===== src/rtl/btn_debounce_pulse.sv =====
// Push-button conditioner: synchronizes a raw button, debounces it with a
// four-state qualify FSM, and emits a one-cycle strobe plus a saturating count.
module btn_debounce_pulse #(
    parameter int unsigned DEBOUNCE_CYCLES = 4,
    parameter int unsigned SYNC_STAGES     = 2
) (
    input  logic       i_clk,
    input  logic       i_rst,
    input  logic       i_btn,
    output logic       o_pulse,
    output logic       o_level,
    output logic [7:0] o_press_cnt
);

    localparam int unsigned CNT_W = (DEBOUNCE_CYCLES > 1) ? $clog2(DEBOUNCE_CYCLES) : 1;
    localparam logic [CNT_W-1:0] CNT_LAST = CNT_W'(DEBOUNCE_CYCLES - 1);

    typedef enum logic [1:0] {
        S_IDLE      = 2'd0,
        S_PRESS_CHK = 2'd1,
        S_HELD      = 2'd2,
        S_REL_CHK   = 2'd3
    } state_e;

    logic [SYNC_STAGES-1:0] sync_q, sync_d;
    logic                   sync;
    state_e                 state_q, state_d;
    logic [CNT_W-1:0]       cnt_q, cnt_d;
    logic                   level_q, level_d;
    logic                   pulse_q, pulse_d;
    logic [7:0]             press_cnt_q, press_cnt_d;

    // The first stage is the only reader of the asynchronous button.
    always_comb begin
        sync_d = {sync_q[SYNC_STAGES-2:0], i_btn};
    end

    assign sync = sync_q[SYNC_STAGES-1];

    always_comb begin
        // NOTE: every variable gets a default before the case so no path
        // leaves it unassigned, which would otherwise infer a latch.
        state_d     = state_q;
        cnt_d       = cnt_q;
        level_d     = level_q;
        pulse_d     = 1'b0;
        press_cnt_d = press_cnt_q;

        unique case (state_q)
            S_IDLE: begin
                level_d = 1'b0;
                if (sync) begin
                    state_d = S_PRESS_CHK;
                    cnt_d   = '0;
                end
            end
            S_PRESS_CHK: begin
                if (!sync) begin
                    state_d = S_IDLE;
                    cnt_d   = '0;
                end else if (cnt_q == CNT_LAST) begin
                    state_d     = S_HELD;
                    cnt_d       = '0;
                    level_d     = 1'b1;
                    pulse_d     = 1'b1;
                    press_cnt_d = (press_cnt_q == 8'hFF) ? press_cnt_q : press_cnt_q + 8'd1;
                end else begin
                    cnt_d = cnt_q + 1'b1;
                end
            end
            S_HELD: begin
                level_d = 1'b1;
                if (!sync) begin
                    state_d = S_REL_CHK;
                    cnt_d   = '0;
                end
            end
            S_REL_CHK: begin
                if (sync) begin
                    state_d = S_HELD;
                    cnt_d   = '0;
                end else if (cnt_q == CNT_LAST) begin
                    state_d = S_IDLE;
                    cnt_d   = '0;
                    level_d = 1'b0;
                end else begin
                    cnt_d = cnt_q + 1'b1;
                end
            end
            default: begin
                state_d = S_IDLE;
                cnt_d   = '0;
                level_d = 1'b0;
            end
        endcase
    end

    // NOTE: state flops use non-blocking assignments so every register
    // samples the pre-edge values, independent of statement order.
    always_ff @(posedge i_clk or negedge i_rst) begin
        if (!i_rst) begin
            sync_q      <= '0;
            state_q     <= S_IDLE;
            cnt_q       <= '0;
            level_q     <= 1'b0;
            pulse_q     <= 1'b0;
            press_cnt_q <= 8'h00;
        end else begin
            sync_q      <= sync_d;
            state_q     <= state_d;
            cnt_q       <= cnt_d;
            level_q     <= level_d;
            pulse_q     <= pulse_d;
            press_cnt_q <= press_cnt_d;
        end
    end

    assign o_pulse     = pulse_q;
    assign o_level     = level_q;
    assign o_press_cnt = press_cnt_q;

endmodule

===== config.mk =====
export PLATFORM = sky130hd
export DESIGN_NAME = btn_debounce_pulse
export DESIGN_NICKNAME = d
export VERILOG_FILES = /design/src/rtl/btn_debounce_pulse.sv
export SDC_FILE = /design/constraint.sdc
export NUM_CORES = 1
export LEC_CHECK = 0
export CORE_MARGIN = 2
export CORE_UTILIZATION = 55
export CTS_BUF_LIST = sky130_fd_sc_hd__clkbuf_8
export CTS_CLUSTER_SIZE = 40
export DETAILED_ROUTE_END_ITERATION = 10
export GPL_ROUTABILITY_DRIVEN = 0
export PLACE_DENSITY = 0.81
export SYNTH_ARGS = -nofsm -noshare
export SYNTH_HDL_FRONTEND = slang
export SYNTH_SLANG_ARGS = --single-unit

===== constraint.sdc =====
create_clock -name i_clk -period 2.1 [get_ports i_clk]
set_clock_uncertainty 0.05 [all_clocks]
set_input_delay 0.315 -clock i_clk [delete_from_list [all_inputs] [get_ports i_clk]]
set_output_delay 0.315 -clock i_clk [all_outputs]
set_load 0.01 [all_outputs]

======== Word level (Yosys, flattened, before mapping) ========
Cells that the tools add are included.
word-level totals
  register bits after elaboration ......... 16
  bits in latches ......................... 0
  memory bits (writable) .................. 0
  memory bits (read-only) ................. 0
  bits of input ports ..................... 3
  output and inout bits ................... 10
  word-level logic and storage cells ...... 48
  memories ................................ 0
operators by class
  $add $sub $neg .......................... 2
  multiply operators ...................... 0
  div/mod/pow operators ................... 0
  $lt $le $gt $ge ......................... 0
  eq/ne operators ......................... 13
  shift-type cells ........................ 0
  mux-type cells .......................... 21
  bitwise operators ....................... 1
  reductions and logical operators ........ 5
operators by type and width
  operator                                        number
  two-way mux 2 bit                               11
  case mux 2 bit (4 select lines)                 2
  != test 2 bit (second input constant)           6
  AND reduction 4 bit                             3
  adder 8 x 1 -> 8 bit (second input constant)    1
  == test 8 bit (second input constant)           1
  two-way mux 1 bit                               7
  == test 2 bit (second input constant)           3
  != test 3 bit (second input constant)           2
  case mux 1 bit (4 select lines)                 1
  adder 2 x 1 -> 2 bit (second input constant)    1
  == test 2 x 1 -> 1 bit (second input constant)  1
  zero test 2 bit                                 1
  AND reduction 2 bit                             1
  NOT 1 bit                                       1

======== Depth between registers and ports, before layout ========
Gate-level depths: netlist (run 1).
  word-level depth ........................ 4
  mapped depth ............................ 6
  mapped depth without buffers ............ 6

======== Worst setup path before layout (run 1) ========
OpenSTA, ideal clock, no wires.
  kind .................................... register to register
  from .................................... register with a tool-made name
  to ...................................... register press_cnt_q[7] (netlist: o_press_cnt[7])
  library setup time ...................... 0.125 ns
  data arrival time ....................... 1.474 ns
  required time ........................... 1.925 ns
  setup slack ............................. 0.451 ns
  cell stages (with the launch flop) ...... 7
  path buffers ............................ 0
  period minus slack after synthesis ...... 1.649 ns
  path through ............................ dfrtp_1 inv_1 ha_1 and3_4 and3_4 nand4_2 mux2_4
RTL lines
  element                 line  RTL
  end signal: assignment  114   press_cnt_q <= press_cnt_d;
  end: declaration        31    logic [7:0] press_cnt_q, press_cnt_d;

==> key figures, run 1 <==
Setup path
  • Type of the worst setup path: reg2reg
  • CP Data Arrival Time: 1.87 ns
  • Worst path slowest cell: sky130_fd_sc_hd__dfrtp_1
  • Largest fanout on the critical path: 6
  • Type of element launching the critical path: flip-flop
  • Crit-path max cell delay: 0.43 ns
  • Cells traversed along the worst timing path: inv_1, ha_1, and3_4, and3_4, nand4_2, mux2_4
  • Most common cell on crit path: sky130_fd_sc_hd__and3_4
  • Worst path required time: 2.18 ns
  • Critical Path End Type: flip-flop

Detailed routing
  • Count of routing violations after the opening detailed-route iteration: 25
  • Number of vias after detailed routing: ~630
  • Average wire per standard cell: between 10 and 15 microns
  • Number of DRC violations after detailed routing: 0
  • Iteration count of the initial detailed-routing pass: 4
  • Vias per inst: 5.764
  • Post-detailed-route count of antenna-violating nets: 0
  • Post-Route WL: 1542 microns

Clock tree
  • Clock tree buffer depth: 2
  • CTS hold repair buffers: 0
  • Post-CTS clock slew at the launch and capture registers of the worst setup and hold paths: ~0.06 ns
  • Root buf cell: sky130_fd_sc_hd__clkbuf_8
  • TritonCTS buffer count: 3
  • CTS tree: yes
  • Post-CTS Setup Inserts: 0
  • Clk_lat worst skew: 0.24 ns
  • CTS H-tree depth: 1
  • Number of resized instances in the post-cts repair step: 0
  • Num Clock Sinks: 16

Cells and area
  • Non-filler instance count after layout: 110
  • Final core utilization: 0.7201
  • Layout overhead on the synthesized area: 21.43%
  • Final-layout fill cell count: 110
  • Ant. Diodes: 0
  • Fraction of layout instances using a drive strength above 1: 0.1489
  • Net count reported at finish: 107

Power and ir drop
  • Clock share of power: 0.252
  • Internal power component: ~700 uW
  • Static leakage power: approximately 0.00053 uW
  • Share of power burned in combinational logic: 0.355
  • Worst supply voltage drop on vdd: approximately 0.73 mV
  • Switching Share: 0.3291
  • Relative contribution of sequential cells to total power: 0.392
  • Power per standard cell area: 964.1 nW/um^2
  • Net switching power figure: 344.2 uW

Synth
  • Synthesized instance count: 78
  • Cell type with the largest total area after synthesis: sky130_fd_sc_hd__dfrtp_1
  • Post-synth top area share: 0.4482
  • Seq cells post-synth: 16
  • Most common flop cell mapped by yosys: sky130_fd_sc_hd__dfrtp_1
  • Syn nets: 90
  • Proportion of register bits with asynchronous set or reset after synthesis: 1.000
  • Number of warnings reported in the yosys synthesis log: 0
  • Synthesized area per cell: 11.45 sq um
  • Sequential share of the synthesized area: 0.4482
  • Cell area after synthesis: 893.4 sq um
  • Number of enable flip-flop cells after synthesis: 0
  • Number of distinct library cell variants in the gate-level netlist after synthesis: 28
  • Dominant cells by area after synthesis: sky130_fd_sc_hd__dfrtp_1, sky130_fd_sc_hd__ha_1, sky130_fd_sc_hd__mux2_2, sky130_fd_sc_hd__mux2i_1, sky130_fd_sc_hd__inv_1

GRT
  • Overall routing resource usage: 0.1900
  • Global-route wire length before repair: 2628 microns
  • Global route total overflow: 0
  • Maximum number of pins on one net before global-route repair: 17
  • Number of global-route vias before repair: 606
  • Initial antenna violation count: 0

STA
  • Slew @ Worst Pin: 0.3762 ns
  • Final worst path period share: 0.8507
  • FMAX: 559.8 MHz
  • Final setup violation count: 0
  • Total Negative Setup Slacks: 0 ns
  • Max Transition Viols Final: 0
  • Setup repair after global routing missed its margin: no
  • Post-layout minimum cycle time: about 1.8 ns
  • Slew margin rel.: 0.7477
  • Final count of hold timing violations: 0
  • Final critical-path setup slack: between 0.3 and 0.4 ns

Placed design
  • Port-buffer cells: 12
  • Post-placement worst setup slack: 0.3458 ns
  • Number of placed cells counting well taps: 106

Die
  • Die extent in x: around 44 microns
  • Initial Utilization: 0.5930
  • Full die area: 1962 sq um
  • Y dimension of the die: 44.30 microns
  • Core outline area: 1506 sq um
  • Standard-cell rows: 14
  • I/O pins: 13

Outcome
  • Run status: complete, no violations

Run
  • Max-capacitance violation count: 0

Worst hold path
  • Worst hold path startpoint: sync_q[0]
  • Hold Crit Class: reg2reg
==> area by class of cell <==
type                    count  area [sq um]  area share
repair buffers             13         127.6      0.1176
flip-flops and latches     16         400.4      0.3691
inverters                   7         26.28     0.02422
clock buffers               4         55.05     0.05075
well taps                  16         20.02     0.01845
multi-input cells          54         455.4      0.4198
==> registers in the layout, summed over array words and instances (netlist names), named ones only <==
name and cells:
cnt_q 2, o_level 1, o_press_cnt 8, o_pulse 1, state_q 1, sync_q 2
==> cells in the final DEF, fill, tap and decap left out <==
cell type,n
sky130_fd_sc_hd__dfrtp_1,16
sky130_fd_sc_hd__clkdlybuf4s50_1,12
sky130_fd_sc_hd__ha_1,9
sky130_fd_sc_hd__inv_1,7
sky130_fd_sc_hd__a21oi_1,5
sky130_fd_sc_hd__mux2_2,4
sky130_fd_sc_hd__nand2_1,4
sky130_fd_sc_hd__clkbuf_8,4
sky130_fd_sc_hd__mux2i_1,3
sky130_fd_sc_hd__and3_1,2
sky130_fd_sc_hd__nand2b_1,2
sky130_fd_sc_hd__and3_4,2
sky130_fd_sc_hd__a211oi_1,2
sky130_fd_sc_hd__nor2_1,2
sky130_fd_sc_hd__o31ai_1,2
sky130_fd_sc_hd__and4_1,2
sky130_fd_sc_hd__nand3_1,2
sky130_fd_sc_hd__xnor2_1,2
sky130_fd_sc_hd__o221ai_1,1
sky130_fd_sc_hd__nand4_2,1
sky130_fd_sc_hd__mux2_4,1
sky130_fd_sc_hd__a2111oi_2,1
sky130_fd_sc_hd__a21o_1,1
sky130_fd_sc_hd__o22ai_1,1
sky130_fd_sc_hd__and2_1,1
sky130_fd_sc_hd__nand4_1,1
sky130_fd_sc_hd__a31oi_1,1
sky130_fd_sc_hd__a22o_1,1
sky130_fd_sc_hd__o21ai_0,1
sky130_fd_sc_hd__buf_4,1
==> synthesized netlist by cell type, drive strengths merged (3+ instances only) <==
library cell  number
a21oi              5
and3               4
dfrtp             16
ha                 9
inv                7
mux2               5
mux2i              3
nand2              4
==> power groups by stage <==
stage,sequential [uW],combinational (uW),clock [uW]
floorplan,411,263,0
detailed placement,415,377,0
finish,410,372,264
global route,419,428,285
global placement,411,350,0
CTS,411,377,274
==> critical path: cells and delay by family, from the launching register on <==
family        cells  cell delay, ns
mux               1            0.30
fa+ha+maj         1            0.21
simple gates      3            0.56
flops             1            0.43
buf+inv           1            0.12
==> kinds of logic after synthesis <==
logic type                 Yosys count  synth area share
and+or+nand+nor                     19            0.1373
AOI/OAI and AO/OA                   16            0.1260
muxes                                8            0.1008
adders and majority gates            9            0.1261
DFF                                 16            0.4482
xor gates and xnor gates             2           0.01961
buffers and inverters                8           0.04202
==> layer usage <==
metal | wire length [microns] | vias to the layer above | GRT usage
met5 | 0 | - | 0
met4 | 24 | 0 | 0.1212
met3 | 94 | 4 | 0.05714
met2 | 744 | 22 | 0.2882
met1 | 679 | 297 | 0.2354
li1 | - | 311 | -
==> path summary, 6_finish.rpt <==
kind	end	slack, ns	cells past startpoint
worst max-delay path	o_press_cnt[7]	0.31	6
worst max register to register	o_press_cnt[7]	0.31	6
worst min register to register	sync_q[1]	0.31	0
max in group asynchronous	state_q[0]	1.49	2
worst min-delay path	sync_q[1]	0.31	0
min in group asynchronous	cnt_q[0]	0.34	2
==> through the flow <==
step | instance area, sq um | hold slack, ns | power [uW]
final | 1085 | 0.3053 | 1046
after global routing | 1085 | 0.3124 | 1132
after CTS | 1085 | 0.3076 | 1062
after detailed placement | 1030 | 0.2927 | 792.6
after global placement | 1030 | 0.2833 | 760.4
after floorplan | 893.4 | -0.03059 | 674.0
Note: power is estimated with default switching activity, not from simulation.
==> run 2, diff against run 1 <==
==> constraint.sdc (replaced) <==
create_clock -name i_clk -period 1.7 [get_ports i_clk]
set_clock_uncertainty 0.05 [all_clocks]
set_input_delay 0.255 -clock i_clk [delete_from_list [all_inputs] [get_ports i_clk]]
set_output_delay 0.255 -clock i_clk [all_outputs]
set_load 0.01 [all_outputs]
==> run 2 against run 1 <==
  * Worst hold slack lost 0.040 ns
  * Routed wire length grew 9.4%
  * Sequential power grew 23%
  * Critical path depth is the same
  * Clock power grew 30%
  * Utilization grew 4.2 points
  * Combinational power grew 60%
  * Setup slack lost 0.26 ns
  * Sequential cell count is the same
  * Non-clock buffer count grew 5
  * Register-to-register slack lost 0.26 ns
==> key figures, run 2 (same netlist as run 1, synthesis figures left out) <==
Setup path
  • Critical Path End Type: flip-flop
  • Depth of the most critical reg-to-reg path: 6
  • Worst path slowest cell: sky130_fd_sc_hd__dfrtp_1
  • CP Data Arrival Time: 1.74 ns
  • Largest fanout on the critical path: 6
  • Worst path required time: approximately 1.8 ns
  • Type of the worst setup path: reg2reg
  • Most common cell on crit path: sky130_fd_sc_hd__and3_4
  • Cells traversed along the worst timing path: inv_2, ha_4, and3_4, and3_4, nand4_2, mux2_4
  • Type of element launching the critical path: flip-flop
  • Crit-path max cell delay: 0.38 ns

Placed design
  • Port-buffer cells: 12
  • Instance area after placement: 1045 sq um
  • Post-placement worst setup slack: 0.01326 ns
  • Detailed placer's ending HPWL: 1115 microns

Outcome
  • Run status: complete, no violations

Cells and area
  • Leading cell type in the layout, fill and taps excluded: sky130_fd_sc_hd__dfrtp_1
  • Final standard cell area without fillers: 1149 sq um
  • Net count reported at finish: 112
  • Fraction of layout instances using a drive strength above 1: 0.2626
  • Layout overhead on the synthesized area: 28.57%
  • Max FFs per register: 8
  • Highest-count cells in the layout ignoring fill and taps: sky130_fd_sc_hd__dfrtp_1, sky130_fd_sc_hd__clkdlybuf4s50_1, sky130_fd_sc_hd__ha_1, sky130_fd_sc_hd__buf_4
  • Ant. Diodes: 0

Clock tree
  • Post-CTS clock slew at the launch and capture registers of the worst setup and hold paths: 0.07 ns
  • Clock tree buffer depth: 2
  • Num Clock Sinks: 16
  • TritonCTS buffer count: 3
  • Clk_lat worst skew: around 0.25 ns
  • CTS tree: yes
  • CTS H-tree depth: 1
  • Root buf cell: sky130_fd_sc_hd__clkbuf_8

STA
  • Setup repair after global routing missed its margin: no
  • Slew margin rel.: 0.8162
  • Final worst path period share: 0.9699
  • Total Negative Setup Slacks: 0 ns
  • FMAX: 606.5 MHz
  • Slew @ Worst Pin: 0.2756 ns
  • Final count of hold timing violations: 0
  • Final setup violation count: 0
  • Post-layout minimum cycle time: ~1.6 ns
  • Final critical-path setup slack: 0.05116 ns
  • Max Transition Viols Final: 0

Power and ir drop
  • Worst supply voltage drop on vdd: 1.319 mV
  • Static leakage power: 0.0005523 uW
  • Power per standard cell area: 1257 nW/um^2
  • Total design power: between 1000 and 1500 uW

Detailed routing
  • Vias per inst: 5.730
  • Average wire per standard cell: 14.67 microns
  • Iteration count of the initial detailed-routing pass: 4
  • Post-detailed-route count of antenna-violating nets: 0
  • Post-Route WL: 1687 microns
  • Count of routing violations after the opening detailed-route iteration: 13
  • Number of DRC violations after detailed routing: 0
  • Number of vias after detailed routing: 659

Die
  • I/O pins: 13
  • Initial Utilization: 0.5930
  • Core outline area: 1506 sq um
  • Full die area: between 1500 and 2000 sq um
  • Die extent in x: ~44 microns
  • Y dimension of the die: 44.30 microns
  • Standard-cell rows: 14

GRT
  • Maximum number of pins on one net before global-route repair: 17
  • Overall routing resource usage: 0.1967
  • Global route total overflow: 0
  • Number of global-route vias before repair: about 600
  • Initial antenna violation count: 0
  • Global-route wire length before repair: 2739 microns

Worst hold path
  • Hold Crit Class: in2async

Run
  • Max-capacitance violation count: 0
-- run 2: cell type report --
type	instances	area [sq um]
repair buffers	18	165.2
multi-input cells	54	480.5
well taps	16	20.02
clock buffers	4	55.05
inverters	7	26.28
fillers	94	357.8
flip-flops and latches	16	401.6
-- run 2: per-stage QoR --
step                utilization  hold slack [ns]  instances
floorplan                     -         -0.09059         78
global placement         0.6935           0.2821        108
detailed placement       0.6935           0.2865        108
CTS                      0.7367           0.2848        113
global route             0.7625           0.2949        115
finish                   0.7625           0.2657        115
-- run 2: final timing paths --
path,to,slack (ns)
worst max-delay path,o_press_cnt[7],0.05
worst min-delay path,cnt_q[0],0.27
worst max register to register,o_press_cnt[7],0.05
worst min register to register,sync_q[1],0.30
max in group asynchronous,state_q[0],1.14
min in group i_clk,sync_q[1],0.30
-- run 2: worst max-delay path, delay by kind of cell (launching register included) --
kind	cells	cell delay, ns
and+or+nand+nor	3	0.55
DFF	1	0.38
muxes	1	0.30
adders and majority gates	1	0.15
buffers and inverters	1	0.10
-- run 2: metal layers --
layer,global-route usage,vias up,part of all wire
li1,-,324,-
met5,0,-,0
met3,0.04898,4,0.028
met4,0.09091,0,0.017
met1,0.2674,319,0.49
met2,0.2971,12,0.46
-- run 2: power by group --
group	switching (uW)	leakage (uW)	internal [uW]
clock network	137	0.0000288	206
logic	292	0.000313	304
registers	63.9	0.000210	442
total	492	0.000552	952
-- run 2: repair_timing --
action                                  CTS  global route
hold buffers                              0             0
endpoints found under the setup margin    1             5
setup buffers                             1             2
gates resized for setup                   1             7
